[src/rtl/uart_tx_sched_pkg.sv]
// uart_tx_sched_pkg: UART register map and sequencer state encoding shared by the TX scheduler.
package uart_tx_sched_pkg;
  localparam logic [3:0] STATUS_OFF  = 4'h4;
  localparam logic [3:0] TXDATA_OFF  = 4'hC;
  localparam int         TX_BUSY_BIT = 0;
  typedef enum logic [1:0] {IDLE, POLL, WRITE, DONE} state_t;
endpackage

[src/rtl/uart_tx_sched_msg_buf.sv]
// msg_buf: DEPTHx8 message store, one synchronous write port and one asynchronous read port.
module msg_buf #(
  parameter  int DEPTH = 16,
  localparam int AW    = $clog2(DEPTH)
) (
  input  logic          clk,
  input  logic          i_we,
  input  logic [AW-1:0] i_waddr,
  input  logic [7:0]    i_wdata,
  input  logic [AW-1:0] i_raddr,
  output logic [7:0]    o_rdata
);
  logic [7:0] r_mem [DEPTH];

  always_ff @(posedge clk) begin
    if (i_we) r_mem[i_waddr] <= i_wdata;
  end

  assign o_rdata = r_mem[i_raddr];
endmodule

[src/rtl/uart_tx_sched.sv]
// uart_tx_sched: streams a buffered message to the UART TX register, sharing the UART bus
// with the core and forcing the bus after STARVE_MAX consecutive denied cycles.
module uart_tx_sched
  import uart_tx_sched_pkg::*;
#(
  parameter  int          DEPTH      = 16,
  parameter  logic [31:0] UART_BASE  = 32'h3000_0000,
  parameter  int          STARVE_MAX = 8,
  localparam int          AW         = $clog2(DEPTH),
  localparam int          LW         = AW + 1,
  localparam int          SW         = $clog2(STARVE_MAX + 1)
) (
  input  logic          clk,
  input  logic          rst,
  input  logic          wr_en_i,
  input  logic [AW-1:0] wr_idx_i,
  input  logic [7:0]    wr_data_i,
  input  logic [LW-1:0] len_i,
  input  logic          start_i,
  input  logic          abort_i,
  input  logic          core_req_i,
  input  logic          core_we_i,
  input  logic [31:0]   core_addr_i,
  input  logic [31:0]   core_wdata_i,
  input  logic [31:0]   m_rdata_i,
  output logic          m_req_o,
  output logic          m_we_o,
  output logic [31:0]   m_addr_o,
  output logic [31:0]   m_wdata_o,
  output logic          hold_o,
  output logic          busy_o,
  output logic          done_o,
  output logic [LW-1:0] cnt_o
);
  state_t        r_state, w_next;
  logic [LW-1:0] r_len, r_cnt;
  logic [SW-1:0] r_stall;
  logic [7:0]    w_byte;
  logic          w_ctrl, w_core, w_go, w_wr, w_unused;

  assign w_ctrl   = r_state == POLL || r_state == WRITE;
  assign hold_o   = w_ctrl && r_stall == SW'(STARVE_MAX);
  assign w_core   = core_req_i && !hold_o;
  assign w_go     = w_ctrl && !w_core && !abort_i;
  assign w_wr     = w_go && r_state == WRITE;
  assign busy_o   = r_state != IDLE;
  assign done_o   = r_state == DONE;
  assign cnt_o    = r_cnt;
  assign w_unused = ^m_rdata_i;

  // idx always equals the low bits of the byte count, so one counter serves both
  msg_buf #(.DEPTH(DEPTH)) u_buf (
    .clk    (clk),
    .i_we   (wr_en_i && !busy_o),
    .i_waddr(wr_idx_i),
    .i_wdata(wr_data_i),
    .i_raddr(r_cnt[AW-1:0]),
    .o_rdata(w_byte)
  );

  assign m_req_o   = w_core || w_go;
  assign m_we_o    = w_core ? core_we_i : w_wr;
  assign m_addr_o  = w_core ? core_addr_i :
                     !w_go  ? '0 : UART_BASE + {28'b0, r_state == WRITE ? TXDATA_OFF : STATUS_OFF};
  assign m_wdata_o = w_core ? core_wdata_i : w_wr ? {24'b0, w_byte} : '0;

  always_comb begin
    w_next = r_state;
    case (r_state)
      IDLE:        if (start_i) w_next = len_i == '0 ? DONE : POLL;
      POLL:        w_next = abort_i ? IDLE : !w_go ? POLL : m_rdata_i[TX_BUSY_BIT] ? POLL : WRITE;
      WRITE:       w_next = abort_i ? IDLE : !w_go ? WRITE : r_cnt + 1'b1 == r_len ? DONE : POLL;
      default:     w_next = IDLE;
    endcase
  end

  always_ff @(posedge clk or negedge rst) begin
    if (!rst) begin
      r_state <= IDLE;
      r_len   <= '0;
      r_cnt   <= '0;
      r_stall <= '0;
    end else begin
      r_state <= w_next;
      r_stall <= w_ctrl && w_core && !abort_i ? r_stall + 1'b1 : '0;
      if (r_state == IDLE && start_i) begin
        r_len <= len_i > LW'(DEPTH) ? LW'(DEPTH) : len_i;
        r_cnt <= '0;
      end else if (w_wr) begin
        r_cnt <= r_cnt + 1'b1;
      end
    end
  end
endmodule

[config.mk]
export PLATFORM = sky130hd
export DESIGN_NAME = uart_tx_sched
export DESIGN_NICKNAME = d
export VERILOG_FILES = /design/src/rtl/uart_tx_sched_pkg.sv /design/src/rtl/uart_tx_sched_msg_buf.sv /design/src/rtl/uart_tx_sched.sv
export SDC_FILE = /design/constraint.sdc
export NUM_CORES = 1
export LEC_CHECK = 0
export BUFFER_PORTS_ARGS = -buffer_cell sky130_fd_sc_hd__buf_2
export CELL_PAD_IN_SITES_DETAIL_PLACEMENT = 1
export CELL_PAD_IN_SITES_GLOBAL_PLACEMENT = 1
export CORE_UTILIZATION = 45
export DETAILED_ROUTE_END_ITERATION = 16
export PLACE_DENSITY_LB_ADDON = 0.1
export SETUP_SLACK_MARGIN = 0.15
export SYNTH_ARGS = -nofsm -noshare
export SYNTH_HDL_FRONTEND = slang
export SYNTH_HIERARCHICAL = 1
export SYNTH_SLANG_ARGS = --single-unit
[constraint.sdc]
create_clock -name clk -period 4.2 [get_ports clk]
set_input_delay 0.21 -clock clk [delete_from_list [all_inputs] [get_ports clk]]
set_output_delay 0.21 -clock clk [all_outputs]
set_load 0.01 [all_outputs]
==> results of run 1 <==
## kinds of logic (layout without fill, tap and decap cells)
kind of cell               count (synthesis)  after routing  synth area share
DFF                                      144            144             0.653
and+or+nand+nor                          140            140             0.117
AOI/OAI and AO/OA                         44             44            0.0529
muxes                                     33             33             0.121
buffers and inverters                     31            213            0.0287
xor gates and xnor gates                  11             11            0.0148
adders and majority gates                  7              7            0.0135
## power by group through the flow
stage,Clock (W),Sequential [W],Combinational (W)
after floorplan,0,0.00167,0.000274
final,0.00141,0.00166,0.000440
after global placement,0,0.00168,0.000431
after detailed placement,0,0.00169,0.000442
after CTS,0.00143,0.00166,0.000447
after global routing,0.00149,0.00166,0.000488
## registers in the layout (all words and copies together) (netlist names)
name	cells
r_stall	4
r_len	5
u_buf/r_mem	128
cnt_o	5
r_state	2
## critical path, cell delays in order (launching register included)
cell	delay [ps]
dfrtp_2	660
buf_4	490
mux4_2	570
a22oi_1	300
nand2_1	110
a22o_1	220
buf_2	140
## cell usage in the layout, fill, tap and decap left out, types with 2 or more instances in the layout
| master | n |
|---|---|
| nor3_1 | 5 |
| nand3_1 | 3 |
| xnor2_1 | 6 |
| clkinv_1 | 3 |
| nand2b_1 | 3 |
| mux4_2 | 18 |
| inv_1 | 10 |
| o21ai_0 | 2 |
| nor2b_1 | 2 |
| clkinv_4 | 3 |
| nand3b_1 | 7 |
| a21o_1 | 3 |
| a22o_1 | 8 |
| nand4_1 | 2 |
| ha_1 | 7 |
| a22oi_1 | 16 |
| nor2_1 | 23 |
| dfrtp_1 | 14 |
| clkbuf_16 | 17 |
| nand2_1 | 31 |
| and2_1 | 55 |
| and2b_1 | 2 |
| a31oi_1 | 2 |
| xor2_1 | 5 |
| inv_6 | 5 |
| dfrtp_2 | 2 |
| buf_4 | 7 |
| buf_2 | 162 |
| a21oi_1 | 2 |
| edfxtp_1 | 128 |
| mux4_1 | 14 |
| clkinvlp_4 | 2 |
## repair_timing
action,in CTS,in global routing
hold buffers,1,0
buffers inserted,0,0
endpoints found under the hold margin,16,0
## cell type report
cell class	count	area share
Clock buffer	17	0.0530
Clock inverter	15	0.0164
Inverter	11	0.00515
Multi-Input combinational cell	235	0.259
Sequential cell	144	0.529
Tap cell	180	0.0281
Timing Repair Buffer	170	0.109
## worst max-delay path by stage
stage	from	end	cells past startpoint
after global placement	cnt_o[0]	m_wdata_o[3]	6
after detailed placement	cnt_o[0]	m_wdata_o[3]	6
after global routing	cnt_o[0]	m_wdata_o[6]	6
after CTS	cnt_o[0]	m_wdata_o[3]	6
after floorplan	r_state[0]	u_buf/r_mem[0][0]	5
final	cnt_o[0]	m_wdata_o[6]	6
## stage by stage
step / power [W] / cells / hold WS (ps) / instance area, um^2 / utilization
5_1_grt: 0.00364 / 772 / 63.7 / 8020 / 0.573
6_report: 0.00350 / 772 / 63.6 / 8020 / 0.573
4_1_cts: 0.00354 / 772 / 48.8 / 8020 / 0.573
3_3_place_gp: 0.00211 / 739 / 145 / 7450 / 0.533
2_1_floorplan: 0.00195 / 410 / -85.6 / 6500 / -
3_5_place_dp: 0.00213 / 739 / 153 / 7450 / 0.533
## routing by layer
metal / routed length, um / share of wire / up-vias / GRT usage
met2: 8920 / 0.54 / 151 / 0.408
met1: 6460 / 0.39 / 2077 / 0.287
met3: 981 / 0.059 / 17 / 0.0585
li1: - / - / 1910 / -
met5: 0 / 0 / - / 0
met4: 260 / 0.016 / 0 / 0.0846
==> out/qor.yml, run 1 <==
hold_path:
  hold-path-endpoint: "r_len[4]"
  worstHoldStart: "len_i[4]"
  hold_class: "in -> reg"
  hold_depth: 3
global_route:
  grt_pass1_vias: 4412
  grt_pass1_wl_um: 24800
  grt_max_degree: 37
  antenna_found_initial: 0
  grt-ovfl-total: 0
  grt_use_total: 0.236
synthesis:
  ys_top_cells_by_count: "edfxtp_1 (128), and2_1 (55), nand2_1 (31), nor2_1 (23), mux4_2 (18)"
  synthCells: 410
  yosys_warnings: 6
  ys_types: 48
  synth-edff-count: 128
  synth_top_area_frac: 0.591
  synth_ff_type: "edfxtp_1"
  syn_nets: 537
  synthTopCellsByArea: "edfxtp_1 (59%), mux4_2 (6.2%), dfrtp_1 (6.2%)"
  syn_area_um2: 6500
  synth_async_sr_flop_share: 0.111
  yosysMostFrequentCell: "edfxtp_1"
  yosysTopAreaCell: "edfxtp_1"
  syn_avg_cell_area_um2: 15.9
  seq_area_frac_synth: 0.653
  synth_seq_cells: 144
sta:
  worstMarginPinSlew_ps: 960
  final-hold-violation-count: 0
  fin_crit_ps: 3140
  rsz0062_at_grt: "no"
  fin_tns_setup_ps: 0
  layout_setup_ws_ps: 1060
  relSlewSlack: 0.358
  setup_viol: 0
  drv_slew: 0
  fin_crit_sh: 0.747
  fmax_mhz: 319
  clock_skew_ps: 11.4
placed_design:
  hpwl_um: 11600
  pre_cts_ws_ps: 1440
  gp_congestion: 0.778
  portBuffers: 162
power:
  p_per_area_nw_per_um2: 437
  power.net_switching_w: 0.000883
  irDropWorstVdd_uv: 324
  cellLeakagePower_nw: 3.17
  power_frac_comb: 0.125
  p_sw_frac: 0.252
  pwr-share-clk: 0.401
  seqPwrFrac: 0.473
  internal_power_w: 0.00262
floorplan:
  core_area_um2: 14000
  die_x_um: 122
  io_pins: 194
  fp-row-count: 43
  dieArea_um2: 14900
  die_h_um: 122
  start_util: 0.465
route:
  antenna_left: 0
  drt-pass1-iter-count: 4
  drt-initial-drc-count: 257
  drc: 0
  postRouteWirelength_um: 16600
  avgViaCountPerCell: 5.38
  vias: 4155
  wl_per_cell_um: 21.5
critical_path:
  regToRegSetupSlack_ps: 1440
  worst_setup_path_start_kind: "flop"
  r2r-start: "r_state[0]"
  reg2reg_to: "u_buf/r_mem[2][1]"
  path_class: "reg -> out"
  reg2regPathDepth: 5
  cp_max_fo: 23
  cp.arrival_ps: 2930
  end_kind: "output port"
  required_ps: 3990
finish:
  num_antenna_cells: 0
  area_growth_pct: 23.4
  seq_area_um2: 4250
  num-fill-cells: 1392
  multi_input_area_um2: 2080
  fin_nets: 706
  drive_gt1_frac: 0.385
clock_tree:
  cts_root_buffer: "clkbuf_16"
  clkSinkCount: 144
  cts_tree: "yes"
  cts_htree_levels: 4
  numCtsBuffers: 17
  clkTransAtPathRegs_ps: 60
  clockBufferDepth: 2
  insertion_delay_ps: 420
  post_cts_resized: 0
run:
  cap_violations: 0
run_status:
  outcome: "finished clean"
No activity file was read; power rests on OpenSTA's default activity.
==> run 2: changes to the inputs <==
CORE_UTILIZATION = 38   (was 45)
clock period = 2.5 ns   (was 4.2 ns; I/O delays follow)
==> run 2 against run 1 <==
  * The flow now finishes with violations (negative setup slack)
  * Global-route usage fell by 2.9 points
  * First-iteration DRC count is 3.1% lower
  * Sequential cell count stayed put
  * Die area increased by 18%
  * Sequential share of layout area down 4.0 points
  * Sequential power grew 67%
  * Critical path type unchanged
  * Highest routed layer unchanged
==> out/qor.yml, run 2 (same netlist as run 1, synthesis figures left out) <==
floorplan:
  start_util: 0.391  # was 0.465
  fp-row-count: 47  # was 43
  die_h_um: 133  # was 122 um
  core_area_um2: 16600  # was 14000 um^2
  io_pins: 194  # unchanged
  die_x_um: 133  # was 122 um
  dieArea_um2: 17600  # was 14900 um^2
placed_design:
  hpwl_um: 12000  # was 11600 um
  portBuffers: 162  # unchanged
  place_area_um2: 7740  # was 7450 um^2
  pre_cts_ws_ps: 270  # was 1440 ps
  gp_congestion: 0.758  # was 0.778
global_route:
  grt-ovfl-total: 0  # unchanged
  grt_max_degree: 38  # was 37
  grt_use_total: 0.208  # was 0.236
  grt_pass1_vias: 4726  # was 4412
  antenna_found_initial: 0  # unchanged
  grt_pass1_wl_um: 26800  # was 24800 um
critical_path:
  reg2regPathDepth: 6  # was 5
  cp_slowest_cell: "mux4_2"  # was dfrtp_2
  cp.arrival_ps: 2390  # was 2930 ps
  path_class: "reg -> out"  # unchanged
  r2r-start: "r_state[0]"  # unchanged
  crit_top_cell: "buf_12"
  reg2reg_to: "u_buf/r_mem[1][3]"  # was u_buf/r_mem[2][1]
  required_ps: 2380  # was 3990 ps
  cp_max_fo: 6  # was 23
  regToRegSetupSlack_ps: 280  # was 1440 ps
  end_kind: "output port"  # unchanged
  crit_path_start: "cnt_o[0]"  # unchanged
  cp-endpoint: "m_wdata_o[6]"  # unchanged
  worst_setup_path_start_kind: "flop"  # unchanged
  slowest_delay_ps: 520  # was 660 ps
  crit_chain: "buf_12 -> buf_12 -> buf_16 -> mux4_2 -> a22oi_2 -> nand2_1 -> a22o_1 -> buf_2"  # was buf_4 -> mux4_2 -> a22oi_1 -> nand2_1 -> a22o_1 -> buf_2
sta:
  fin_crit_sh: 1.01
  fin_tns_setup_ps: -18.9  # was 0 ps
  relSlewSlack: 0.660  # was 0.358
  setup_viol: 1  # was 0
  drv_slew: 0  # unchanged
  layout_setup_ws_ps: -18.9  # was 1060 ps
  final-hold-violation-count: 0  # unchanged
  worstMarginPinSlew_ps: 510  # was 960 ps
  clock_skew_ps: 9.70  # was 11.4 ps
  holdWs_ps: 41.8  # was 63.6 ps
  fmax_mhz: 397
  fin_crit_ps: 2520
  rsz0062_at_grt: "yes"  # was no
route:
  drt-initial-drc-count: 249  # was 257
  avgViaCountPerCell: 5.04  # was 5.38
  wl_per_cell_um: 20.4  # was 21.5 um
  drt-pass1-iter-count: 4  # unchanged
  vias: 4306  # was 4155
  postRouteWirelength_um: 17500  # was 16600 um
  drc: 0  # unchanged
  antenna_left: 0  # unchanged
clock_tree:
  clockBufferDepth: 2  # unchanged
  numCtsBuffers: 17  # unchanged
  cts_tree: "yes"  # unchanged
  cts_htree_levels: 4  # unchanged
  insertion_delay_ps: 420  # about the same
  clkTransAtPathRegs_ps: 60  # about the same
  clkSinkCount: 144  # unchanged
  cts_root_buffer: "clkbuf_16"  # unchanged
power:
  irDropWorstVdd_uv: 557  # was 324 uV
  p_total_w: 0.00631  # was 0.00350 W
  cellLeakagePower_nw: 3.45  # was 3.17 nW
  p_per_area_nw_per_um2: 728  # was 437 nW/um^2
finish:
  largest_register_ffs: 128  # unchanged
  final_common_cell: "buf_2"  # unchanged
  fin_nets: 749  # was 706
  design_area_um2: 8670  # was 8020 um^2
  regMostFlops: "u_buf/r_mem"  # unchanged
  drive_gt1_frac: 0.458  # was 0.385
  final_cell_mix: "buf_2 (162), edfxtp_1 (128), and2_1 (55)"  # unchanged
  num_antenna_cells: 0  # unchanged
  area_growth_pct: 33.3  # was 23.4%
hold_path:
  hold_class: "in -> reg"  # unchanged
run_status:
  violations: "negative setup slack"
  outcome: "complete, but fails checks"  # was finished clean
run:
  cap_violations: 0  # unchanged
run 2: changes by cell type in the layout (fill, tap and decap cells not counted), moves of 2 or more:
| cell | before | now |
|---|---|---|
| mux4_2 | 18 | 26 |
| mux4_1 | 14 | 6 |
| a22oi_1 | 16 | 6 |
| dlygate4sd3_1 | 1 | 6 |
| clkinv_1 | 3 | 0 |
| buf_12 | 0 | 7 |
| buf_4 | 7 | 33 |
| inv_8 | 0 | 2 |
| nand2_1 | 31 | 28 |
| buf_16 | 0 | 3 |
| a22oi_2 | 0 | 10 |
| nand2_2 | 0 | 3 |
| bufinv_16 | 1 | 3 |
| clkinvlp_4 | 2 | 0 |
run 2: report_power, final:
part / switching (W) / internal [W] / leakage (nW)
registers: 0.0000538 / 0.00272 / 1.37
logic: 0.000472 / 0.000387 / 1.78
clock network: 0.00107 / 0.00160 / 0.309
total: 0.00160 / 0.00471 / 3.45
run 2: cell type report:
class | count | area, um^2
Fill cell | 1692 | 7980
Inverter | 11 | 41.3
Multi-Input combinational cell | 235 | 2110
Timing Repair Buffer | 213 | 1370
Clock buffer | 17 | 425
Clock inverter | 15 | 200
Tap cell | 220 | 275
Sequential cell | 144 | 4250
run 2: through the flow:
step / util / instances
detailed placement: 0.465 / 805
global placement: 0.465 / 805
CTS: 0.519 / 853
global route: 0.521 / 855
floorplan: - / 410
finish: 0.521 / 855
run 2: timing repair:
action                     in CTS  in global routing
pin swaps                      19                  5
setup endpoints to repair      64                 21
hold endpoints to repair       21                  0
gates resized for setup        27                  4
setup buffers                   7                  2
hold buffers                    6                  0
cloned                          3                  0
run 2: worst min path at each step:
stage                      end  depth (start not counted)  slack [ps]     from
floorplan             cnt_o[0]                          0        -170      rst
global placement      r_len[2]                          1          70      rst
detailed placement    r_len[2]                          1          70      rst
CTS                 r_state[1]                          3          30  abort_i
global route        r_state[1]                          3          50  abort_i
finish              r_state[1]                          3          40  abort_i
run 2: worst max-delay path, delay by kind of cell (launching register included):
family	cells	cell delay (ps)
buffers and inverters	4	520
multiplexers	1	520
AO/OA/AOI/OAI	2	440
AND/OR/NAND/NOR	1	100
flip-flops	1	370
run 2: metal layers:
layer,wire length (um),GRT usage,vias to the layer above
li1,-,-,1995
met1,7150,0.262,2166
met2,9210,0.363,125
met3,895,0.0429,20
met4,204,0.0536,0
met5,0,0,-
